==> config.mk <==
export PLATFORM = sky130hd
export DESIGN_NAME = digit_collector
export DESIGN_NICKNAME = d
export VERILOG_FILES = /design/src/rtl/digit_collector.sv
export SDC_FILE = /design/constraint.sdc
export NUM_CORES = 1
export LEC_CHECK = 0
export CAP_MARGIN = 0
export CELL_PAD_IN_SITES_DETAIL_PLACEMENT = 1
export CELL_PAD_IN_SITES_GLOBAL_PLACEMENT = 1
export CORE_ASPECT_RATIO = 1.2
export CORE_MARGIN = 2
export CORE_UTILIZATION = 42
export DETAILED_ROUTE_END_ITERATION = 7
export GPL_TIMING_DRIVEN = 1
export PLACE_DENSITY_LB_ADDON = 0.3
export SETUP_SLACK_MARGIN = 0.2
export SYNTH_ARGS = -nofsm -noshare
export SYNTH_HDL_FRONTEND = slang
export SYNTH_SLANG_ARGS = --single-unit
==> constraint.sdc <==
create_clock -name CLK -period 3.1 [get_ports CLK]
set_input_delay 0.465 -clock CLK [delete_from_list [all_inputs] [get_ports CLK]]
set_output_delay 0.465 -clock CLK [all_outputs]
set_load 0.05 [all_outputs]
==> src/rtl/digit_collector.sv <==
// digit_collector: receive end of the 12-slot keypad scan link.
// Samples Din once per slot, assembles a 12-bit frame, debounces whole
// frames and reports newly pressed keys as a 4-bit code with a strobe.
//
// Handshake: KEY_VALID and SYNC_ERR are one-cycle strobes with no ready;
// KEY_CODE is held from one KEY_VALID strobe to the next.
module digit_collector #(
  parameter int SLOT_CYCLES  = 20,
  parameter int SAMPLE_PHASE = 10,
  parameter int DEB_FRAMES   = 3,
  parameter int ACTIVE_HIGH  = 1
) (
  input  logic        CLK,
  input  logic        RST,
  input  logic        Din,
  input  logic        FRAME,
  output logic [11:0] KEYS,
  output logic        KEY_VALID,
  output logic [3:0]  KEY_CODE,
  output logic        MULTI,
  output logic        SYNC_ERR,
  output logic        state_dbg
);

  localparam int PW = $clog2(SLOT_CYCLES);
  localparam int CW = $clog2(DEB_FRAMES + 1);

  typedef enum logic {IDLE = 1'b0, SCAN = 1'b1} state_t;

  state_t        state;
  logic [3:0]    slot;
  logic [PW-1:0] phase;
  logic [11:0]   shift;
  logic [11:0]   cand;
  logic [CW-1:0] cnt;

  logic          key_bit;
  logic          at_origin;
  logic          last_cycle;
  logic          restart;
  logic          sync_hit;
  logic [3:0]    cur_slot;
  logic [PW-1:0] cur_phase;
  logic [11:0]   shift_next;
  logic [CW-1:0] cnt_next;
  logic          accept;
  logic [11:0]   new_bits;
  logic [3:0]    low_slot;
  logic [3:0]    low_code;

  assign state_dbg = state;

  // Slot position decode, resync detection and the frame with this cycle's sample merged in
  always_comb begin
    key_bit    = (ACTIVE_HIGH != 0) ? Din : ~Din;
    at_origin  = (slot == 4'd0) && (phase == '0);
    last_cycle = (state == SCAN) && (slot == 4'd11) && (phase == PW'(SLOT_CYCLES - 1));
    // A FRAME on the completing cycle is ignored; elsewhere in SCAN it aborts the frame
    sync_hit   = FRAME && (state == SCAN) && !at_origin && !last_cycle;
    restart    = FRAME && ((state == IDLE) || sync_hit);
    cur_slot   = restart ? 4'd0 : slot;
    cur_phase  = restart ? '0 : phase;
    shift_next = restart ? 12'd0 : shift;
    if ((restart || (state == SCAN)) && (cur_phase == PW'(SAMPLE_PHASE)))
      shift_next[cur_slot] = key_bit;
  end

  // Debounce count and press detection for the frame completing this cycle
  always_comb begin
    if (shift_next == cand)
      cnt_next = (cnt == CW'(DEB_FRAMES)) ? cnt : cnt + CW'(1);
    else
      cnt_next = CW'(1);
    accept   = (cnt_next == CW'(DEB_FRAMES));
    new_bits = shift_next & ~KEYS;
    low_slot = 4'd0;
    for (int i = 11; i >= 0; i--)
      if (new_bits[i]) low_slot = 4'(i);
    case (low_slot)
      4'd9:    low_code = 4'd10;
      4'd10:   low_code = 4'd0;
      4'd11:   low_code = 4'd11;
      default: low_code = low_slot + 4'd1;
    endcase
  end

  // More than one key held in the debounced vector
  always_comb begin
    MULTI = (KEYS & (KEYS - 12'd1)) != 12'd0;
  end

  // Scan FSM, frame assembly, debounce state and registered strobes
  always_ff @(posedge CLK or negedge RST) begin
    if (!RST) begin
      state     <= IDLE;
      slot      <= 4'd0;
      phase     <= '0;
      shift     <= 12'd0;
      cand      <= 12'd0;
      cnt       <= '0;
      KEYS      <= 12'd0;
      KEY_VALID <= 1'b0;
      KEY_CODE  <= 4'd0;
      SYNC_ERR  <= 1'b0;
    end else begin
      KEY_VALID <= 1'b0;
      SYNC_ERR  <= sync_hit;
      if (restart) begin
        // The FRAME cycle itself is phase 0 of slot 0
        state <= SCAN;
        slot  <= 4'd0;
        phase <= PW'(1);
        shift <= shift_next;
      end else if (state == SCAN) begin
        if (last_cycle) begin
          state <= IDLE;
          slot  <= 4'd0;
          phase <= '0;
          shift <= 12'd0;
          cand  <= shift_next;
          cnt   <= cnt_next;
          if (accept) begin
            KEYS <= shift_next;
            if (new_bits != 12'd0) begin
              KEY_VALID <= 1'b1;
              KEY_CODE  <= low_code;
            end
          end
        end else begin
          shift <= shift_next;
          if (phase == PW'(SLOT_CYCLES - 1)) begin
            phase <= '0;
            slot  <= slot + 4'd1;
          end else begin
            phase <= phase + PW'(1);
          end
        end
      end
    end
  end

endmodule

== Word-level counts from Yosys, hierarchy flattened ==
Index checks and enable logic that the tools add are counted.
Word-level totals
  memory bits (writable): 0
  bits in read-only memories: 0
  memories kept: 0
  register bits: 54
  latch bits: 0
  input port bits: 4
Cells by class
  reductions and logical operators: 23
  equality and inequality tests: 9
  multipliers: 0
  add/subtract/negate cells: 5
  multiplexer cells: 41
  bitwise operators: 5
  magnitude comparators: 2
  shift operators: 0
  div/mod/pow operators: 0
Operator list (count)
  two-way mux 4 bit: 17
  two-way mux 12 bit: 5
  two-way mux 5 bit: 5
  AND 12 bit: 2
  nonzero test 12 bit: 2
  equality test 4 bit, second input constant: 4
  bitwise mux 12 bit: 1
  equality test 12 bit: 1
  NOT 12 bit: 1
  case mux 4 bit (3 select lines): 1
  subtractor 12 x 1 -> 12 bit, second input constant: 1
  logical AND 1 bit: 9
  two-way mux 1 bit: 9
  adder 4 x 1 -> 4 bit, second input constant: 2
  adder 5 x 1 -> 5 bit, second input constant: 1
  equality test 5 x 4 -> 1 bit, second input constant: 1
  equality test 5 bit, second input constant: 1
  logical NOT 5 bit: 1
  < comparator 4 x 5 -> 1 bit, second input constant: 1
  AND reduction 5 bit: 1
  demux 1 bit (select 4 bit): 1
  equality test 2 bit, second input constant: 2
  >= comparator 4 x 1 -> 1 bit, second input constant: 1
  logical NOT 4 bit: 1
  other kinds (10): 14

== Depth between registers and ports, before layout ==
Gate-level depths: netlist of the first run.
  depth in word-level cells: 29
  gate-level depth with buffers: 16
  gate-level depth less buffers: 15

== Worst setup path after synthesis of the first run ==
No wires, ideal clock.
  path type: register -> register
  start point: register state, in the netlist state_dbg
  end point: register KEY_CODE[0]
  period minus slack after synthesis: 3.400 ns
  path slack: -0.300 ns
  data required time: 3.034 ns
  buffers on the path: 2
  data arrival time: 3.334 ns
  cell stages (with the launch flop): 15
  cell sequence: dfrtp_1 buf_2 o21a_1 clkbuf_1 nand4_1 mux2i_1 o21ai_0 o32a_1 a221oi_2 a2bb2oi_2 inv_1 ha_1 o21a_1 o21ai_1 mux2_4
On the way
  longest elaborated chain between the ends: 28
RTL lines
  start: declaration: RTL line 30  | state_t state;
  start signal: assignment: RTL line 95  | state <= IDLE;
  start signal: assignment: RTL line 110  | state <= SCAN;
  start signal: assignment: RTL line 116  | state <= IDLE;
  logical AND 1 bit (2 in series): RTL line 57  | last_cycle = (state == SCAN) && (slot == 4'd11) && (phase == PW'(SLOT_CYCLES - 1));
  logical NOT 1 bit: RTL line 59  | sync_hit = FRAME && (state == SCAN) && !at_origin && !last_cycle;
  logical AND 1 bit: RTL line 59
  logical OR 1 bit: RTL line 60  | restart = FRAME && ((state == IDLE) || sync_hit);
  logical AND 1 bit: RTL line 60
  two-way mux 4 bit: RTL line 61  | cur_slot = restart ? 4'd0 : slot;
  < comparator 4 x 5 -> 1 bit (not written as such) / >= comparator 4 x 1 -> 1 bit (equally long branches): RTL line 65  | shift_next[cur_slot] = key_bit;
  logical AND 1 bit (not written as such): RTL line 65
  two-way mux 1 bit (not written as such): RTL line 65
  demux 1 bit (select 4 bit): RTL line 65
  bitwise mux 12 bit: RTL line 65
  two-way mux 12 bit: RTL line 64  | if ((restart || (state == SCAN)) && (cur_phase == PW'(SAMPLE_PHASE)))
  AND 12 bit: RTL line 75  | new_bits = shift_next & ~KEYS;
  two-way mux 4 bit (12 in series): RTL line 78  | if (new_bits[i]) low_slot = 4'(i);
  adder 4 x 1 -> 4 bit / equality test 4 bit (equally long branches): RTL line 83, 79
  case mux 4 bit (3 select lines): RTL line 79  | case (low_slot)
  end signal: assignment: RTL line 126  | KEY_CODE <= low_code;
  end: declaration: RTL line 19  | output logic [3:0] KEY_CODE,
Several ways; a longest one is shown, not always the timed one.
A chain may end at the register's enable or synchronous reset.

== Worst setup path after layout of the first run ==
  start point: register phase[0]
  end point: register KEY_CODE[0]
On the way
  longest elaborated chain between the ends: 29
RTL lines
  start: declaration: RTL line 32  | logic [PW-1:0] phase;
  start signal: assignment: RTL line 135  | phase <= phase + PW'(1);
  logical NOT 5 bit: RTL line 56  | at_origin = (slot == 4'd0) && (phase == '0);
  logical AND 1 bit: RTL line 56
  logical NOT 1 bit: RTL line 59
  logical AND 1 bit (2 in series): RTL line 59
  logical OR 1 bit: RTL line 60
  logical AND 1 bit: RTL line 60
  two-way mux 4 bit: RTL line 61
  < comparator 4 x 5 -> 1 bit (not written as such) / >= comparator 4 x 1 -> 1 bit (equally long branches): RTL line 65
  logical AND 1 bit (not written as such): RTL line 65
  two-way mux 1 bit (not written as such): RTL line 65
  demux 1 bit (select 4 bit): RTL line 65
  bitwise mux 12 bit: RTL line 65
  two-way mux 12 bit: RTL line 64
  AND 12 bit: RTL line 75
  two-way mux 4 bit (12 in series): RTL line 78
  adder 4 x 1 -> 4 bit / equality test 4 bit (equally long branches): RTL line 83, 79
  case mux 4 bit (3 select lines): RTL line 79
Several ways; a longest one is shown, not always the timed one.

==> results of run 1 <==
==> area by class of cell <==
type | instances | area, µm²
clock inverters | 1 | 5.00
inverters | 15 | 56.3
fillers | 921 | 3290
flip-flops and latches | 54 | 1350
well taps | 95 | 119
repair buffers | 120 | 967
multi-input cells | 269 | 2230
clock buffers | 7 | 86.3
==> cells in the mapped netlist (all sizes together), types with 6 or more instances <==
library cell  instances  area share [%]
dfrtp                54              39
nor2                 30             3.6
o21ai                24             3.6
nand2                23             2.5
mux2                 18             7.1
inv                  15             1.6
mux2i                15             4.4
a21oi                13             1.9
nand3                13             1.9
nand4                12             2.6
nor2b                12             2.2
a22o                 11             2.8
nand2b                9             1.6
clkbuf                8            0.86
xor2                  8             2.0
buf                   7             1.4
ha                    6             2.2
==> worst max-delay path, stage by stage, from the launching register on <==
cell	delay, ps
dfrtp_1	400
or4b_4	630
buf_4	180
nor4b_4	240
mux2i_2	300
or4b_1	450
o31a_1	150
a32oi_2	260
nand4_4	160
nor2_4	230
mux2_4	340
==> repair_timing <==
| action | CTS | global route |
|---|---|---|
| hold buffers | 0 | 0 |
| hold endpoints to repair | 0 | 0 |
| setup buffers | 4 | 4 |
| resized for setup | 23 | 12 |
| pin swaps | 13 | 11 |
| endpoints found under the setup margin | 20 | 20 |
==> sequential cells by signal, summed over array words and instances (netlist names) <==
name,cells
KEYS,12
KEY_CODE,4
KEY_VALID,1
SYNC_ERR,1
cand,12
cnt,2
phase,5
shift,12
slot,4
state_dbg,1
==> worst paths after layout <==
path,to,slack [ps]
worst max-delay path,KEY_CODE[0]$_DFFE_PN0P_,-350
worst min-delay path,phase[1]$_DFFE_PN0P_,280
worst max register to register,KEY_CODE[0]$_DFFE_PN0P_,-350
worst min register to register,shift[2]$_DFFE_PN0P_,520
max in group asynchronous,KEYS[2]$_DFFE_PN0P_,2040
min in group CLK,shift[2]$_DFFE_PN0P_,520
==> layer usage <==
layer	global-route usage [%]	vias to the layer above
met5	0	-
met3	3.43	29
li1	-	1523
met2	46.3	77
met4	9.78	0
met1	31.7	1653
==> kinds of logic after synthesis <==
| logic type | count (synthesis) | synth area share (%) |
|---|---|---|
| flops | 54 | 38.8 |
| buf+inv | 30 | 3.84 |
| xor+xnor | 10 | 2.51 |
| simple gates | 135 | 23.4 |
| mux | 33 | 11.5 |
| compound gates | 83 | 17.2 |
| fa+ha+maj | 8 | 2.73 |
==> power breakdown <==
group,switching (mW),internal [mW],total (mW)
Clock,0.242,0.181,0.424
Combinational,0.331,0.276,0.607
Sequential,0.0255,0.737,0.763
==> stage by stage <==
step	hold WS [ps]	setup TNS (ps)	instance area [µm²]	setup WS (ps)	cells
final	283	-5050	4820	-350	561
after global routing	352	-7350	4820	-468	561
after CTS	304	-4100	4720	-267	557
after detailed placement	492	-7680	4490	-599	545
after global placement	493	-6820	4490	-455	545
after floorplan	169	-2170	3540	-177	353
==> reports/metrics.yaml, run 1 <==
outcome:
  status: "finished with violations"
  violations: "negative setup slack"
logic_synthesis:
  synth_edf_count: 0
  ys_seq_elements: 54
  synth_cell_types: 64
  syn_inst: 353
  ys_seq_area_share_pct: 38.8
  synthesis.nets: 363
  synth_async_sr_flop_share_pct: 100
  synth_top_flop_cell: "dfrtp_1"
  yosys_warnings: 0
  syn_area_per_cell_um2: 9.87
  syn_area_um2: 3480
clock_tree:
  clkTransAtPathRegs_ps: 100
  cts_root_buf: "clkbuf_8"
  cts_sinks: 54
  cts_tree: "yes"
  cts_buffers: 5
  cts_buffer_depth: 2
  clk_latency_ps: 320
  htreeDepth: 2
route:
  wl_met2_mm: 6.22
  antenna_left: 0
  wl_met1_mm: 4.65
  dr_wl_met3_um: 431
  drt-total-wl_mm: 11.6
  wl_per_cell_um: 20.7
  vias_per_cell: 5.85
  detail_route.iter0.violations: 139
  top_layer: "met4"
  dr.pass1.iters: 4
  drc: 0
  via_count: 3282
power_and_ir_drop:
  ir_worst_vdd_mv: 0.195
  p_per_area_nw_per_um2: 372
  p_leak_nw: 2.14
  power_mw: 1.79
run:
  maxCapViolCount: 0
floorplan:
  die-area_um2: 9040
  core_region_area_um2: 8110
  ios: 24
  die_h_um: 104
  fp.dieW_um: 87.2
  row_count: 36
  floorplan.initialDensity_pct: 43.0
worst_setup_path:
  crit_type: "reg -> reg"
  r2r_cells: 10
  cp.arrival_ps: 3660
  crit_start: "phase[0]$_DFFE_PN0P_"
  worstPathRequired_ps: 3310
  crit_fanout: 5
  end_kind: "flop"
  r2r_start: "phase[0]$_DFFE_PN0P_"
  cp-start-kind: "flop"
sta:
  layout_min_cycle_time_ps: 3450
  setup_ws_ps: -350
  min_period_over_period_pct: 111
  hold_viol_final: 0
  setup_violations: 19
  rsz0062_at_grt: "yes"
  clock_skew_ps: 12.3
  relSlewSlack_pct: 37.8
  drv_slew: 0
  worstMarginPinSlew_ps: 933
  fmax_mhz: 290
cells_and_area:
  final_common_cell: "buf_4"
  final_util_pct: 59.4
  syn_to_final_growth_pct: 38.2
  drive_gt1_share_pct: 36.1
  finalNetCount: 475
  final_cell_mix: "buf_4, dfrtp_1, nor2_1"
  diodes: 0
worst_hold_path:
  hold_path.class: "in -> async"
global_routing:
  grt_pass1_wl_mm: 18.8
  track_usage_pct: 26.2
  grt_max_degree: 41
  first_global_vias: 3724
  grt_overflow: 0
  grt_antenna_before_repair: 0
placed_design:
  place_congestion: 0.892
  portBuffers: 23
  hpwl_mm: 8.47
Power figures use the tool's default switching activity.
==> run 2, diff against run 1 <==
--- a/config.mk
+++ b/config.mk
@@ -15,6 +15,7 @@
 export GPL_TIMING_DRIVEN = 1
 export PLACE_DENSITY_LB_ADDON = 0.3
 export SETUP_SLACK_MARGIN = 0.2
+export SLEW_MARGIN = 40
 export SYNTH_ARGS = -nofsm -noshare
 export SYNTH_HDL_FRONTEND = slang
 export SYNTH_SLANG_ARGS = --single-unit
==> reports/metrics.yaml, run 2 (synthesis gave the netlist of run 1 again) <==
global_routing:
  grt_pass1_wl_mm: 18.4  # was 18.8 mm
  grt_overflow: 0  # unchanged
  grt_antenna_before_repair: 0  # unchanged
  first_global_vias: 3705  # was 3724
  track_usage_pct: 25.7  # was 26.2%
  grt_max_degree: 41  # unchanged
worst_setup_path:
  worstPathRequired_ps: 3320  # was 3310 ps
  crit_chain: "buf_4, buf_4, nor4b_4, buf_4, nand4_1, mux2i_2, a221oi_2, o32a_1, a221oi_4, a2bb2oi_2, ha_2, o21a_1, o21ai_2, mux2_4"  # was or4b_4, buf_4, nor4b_4, mux2i_2, or4b_1, o31a_1, a32oi_2, nand4_4, nor2_4, mux2_4
  crit_fanout: 8  # was 5
  reg2reg_to: "KEY_CODE[0]$_DFFE_PN0P_"  # unchanged
  crit_type: "reg -> reg"  # unchanged
  end_kind: "flop"  # unchanged
  r2r_start: "phase[0]$_DFFE_PN0P_"  # unchanged
  slowest_delay_ps: 400  # was 630 ps
  cp.arrival_ps: 3640  # was 3660 ps
  r2r_cells: 14  # was 10
  rrSetupSlack_ps: -320  # was -350 ps
  crit_top_cell: "buf_4"
  slowest_stage: "dfrtp_1"  # was or4b_4
  cp-start-kind: "flop"  # unchanged
clock_tree:
  hold_buffers: 0  # unchanged
  cts_root_buf: "clkbuf_8"  # unchanged
  cts_buffers: 5  # unchanged
  clk_latency_ps: 320  # about the same
  htreeDepth: 2  # unchanged
  cts_sinks: 54  # unchanged
  cts_tree: "yes"  # unchanged
  clkTransAtPathRegs_ps: 110  # was 100 ps
  cts_buffer_depth: 2  # unchanged
sta:
  layout_min_cycle_time_ps: 3420  # was 3450 ps
  fmax_mhz: 292  # was 290 MHz
  drv_slew: 0  # unchanged
  min_period_over_period_pct: 110  # was 111%
  rsz0062_at_grt: "yes"  # unchanged
  clock_skew_ps: 15.1  # was 12.3 ps
  hold_viol_final: 0  # unchanged
  relSlewSlack_pct: 64.2  # was 37.8%
  worstMarginPinSlew_ps: 537  # was 933 ps
  setup_tns_ps: -3880  # was -5050 ps
  setup_ws_ps: -321  # was -350 ps
  setup_violations: 17  # was 19
cells_and_area:
  drive_gt1_share_pct: 35.3  # was 36.1%
  final_cell_mix: "buf_4, dfrtp_1, nor2_1"  # unchanged
  stdcell_area_um2: 4790  # was 4820 µm²
  syn_to_final_growth_pct: 37.4  # was 38.2%
  final_util_pct: 59.0  # was 59.4%
  reg.largest.list: "KEYS (12), cand (12), shift (12)"  # unchanged
  finalNetCount: 474  # was 475
  final_common_cell: "buf_4"  # unchanged
  diodes: 0  # unchanged
route:
  detail_route.iter0.violations: 135  # was 139
  antenna_left: 0  # unchanged
  wl_per_cell_um: 20.1  # was 20.7 µm
  via_count: 3278  # was 3282
  drc: 0  # unchanged
  drt-total-wl_mm: 11.3  # was 11.6 mm
  vias_per_cell: 5.85  # about the same
  dr.pass1.iters: 4  # unchanged
floorplan:
  die-area_um2: 9040  # unchanged
  core_region_area_um2: 8110  # unchanged
  fp.dieW_um: 87.2  # unchanged
  floorplan.initialDensity_pct: 43.0  # unchanged
  die_h_um: 104  # unchanged
  row_count: 36  # unchanged
  ios: 24  # unchanged
outcome:
  status: "finished with violations"  # unchanged
  violations: "negative setup slack"  # unchanged
run:
  maxCapViolCount: 0  # unchanged
power_and_ir_drop:
  ir_worst_vdd_mv: 0.189  # was 0.195 mV
  power_mw: 1.81  # was 1.79 mW
  p_per_area_nw_per_um2: 379  # was 372 nW/µm²
  p_leak_nw: 2.15  # was 2.14 nW
placed_design:
  portBuffers: 23  # unchanged
  place_congestion: 0.892  # unchanged
  hpwl_mm: 8.45  # was 8.47 mm
  dp_slack_ps: -570  # was -599 ps
  dpl_cell_area_um2: 4490  # about the same
worst_hold_path:
  hold_path.class: "in -> async"  # unchanged
run 2: changes by cell type in the layout (fill, tap and decap cells not counted), sizes merged:
| cell | change |
|---|---|
| clkinvlp | +1 |
| buf | -1 |
| clkbuf | -1 |
run 2: layer usage:
| metal | vias to the layer above | wire [µm] | global-route usage [%] |
|---|---|---|---|
| li1 | 1531 | - | - |
| met1 | 1690 | 4750 | 31.5 |
| met2 | 43 | 6050 | 45.9 |
| met3 | 14 | 270 | 3.51 |
| met4 | 0 | 184 | 7.69 |
| met5 | - | 0 | 0 |
run 2: layout make-up:
class / instances / area, µm²
Timing Repair Buffer: 119 / 981
Fill cell: 915 / 3320
Sequential cell: 54 / 1350
Clock inverter: 2 / 12.5
Inverter: 15 / 56.3
Multi-Input combinational cell: 269 / 2180
Tap cell: 95 / 119
Clock buffer: 6 / 82.6
run 2: how the worst max path moves through the flow:
stage                     slack, ps  cells past startpoint                 endpoint            startpoint
final                          -320                     14  KEY_CODE[0]$_DFFE_PN0P_  phase[0]$_DFFE_PN0P_
after global routing           -440                     12  KEY_CODE[1]$_DFFE_PN0P_  phase[4]$_DFFE_PN0P_
after CTS                      -280                     12  KEY_CODE[0]$_DFFE_PN0P_  phase[2]$_DFFE_PN0P_
after global placement         -460                     14  KEY_CODE[3]$_DFFE_PN0P_                 FRAME
after floorplan                -180                     10  KEY_CODE[0]$_DFFE_PN0P_  phase[2]$_DFFE_PN0P_
after detailed placement       -570                     14  KEY_CODE[0]$_DFFE_PN0P_                 FRAME
run 2: worst max-delay path: cells and delay by family (launching register included):
family | cells | cell delay, ps
AOI/OAI and AO/OA | 6 | 1140
adders and majority gates | 1 | 230
buffers and inverters | 3 | 480
DFF | 1 | 400
muxes | 2 | 560
and+or+nand+nor | 2 | 510
run 2: what timing repair did:
item / in CTS / in global routing
pin swaps: 6 / 6
setup buffers: 5 / 2
endpoints found under the setup margin: 20 / 20
gates cloned: 0 / 0
resized for setup: 21 / 13
run 2: power breakdown:
part	internal (mW)	switching (mW)
clock network	0.180	0.249
logic	0.282	0.338
registers	0.737	0.0273
total	1.20	0.615
run 2: metrics by stage:
step                hold WS, ps  std cells
finish                      117        560
global route                149        560
CTS                         136        558
detailed placement          479        545
global placement            493        545
floorplan                   169        353
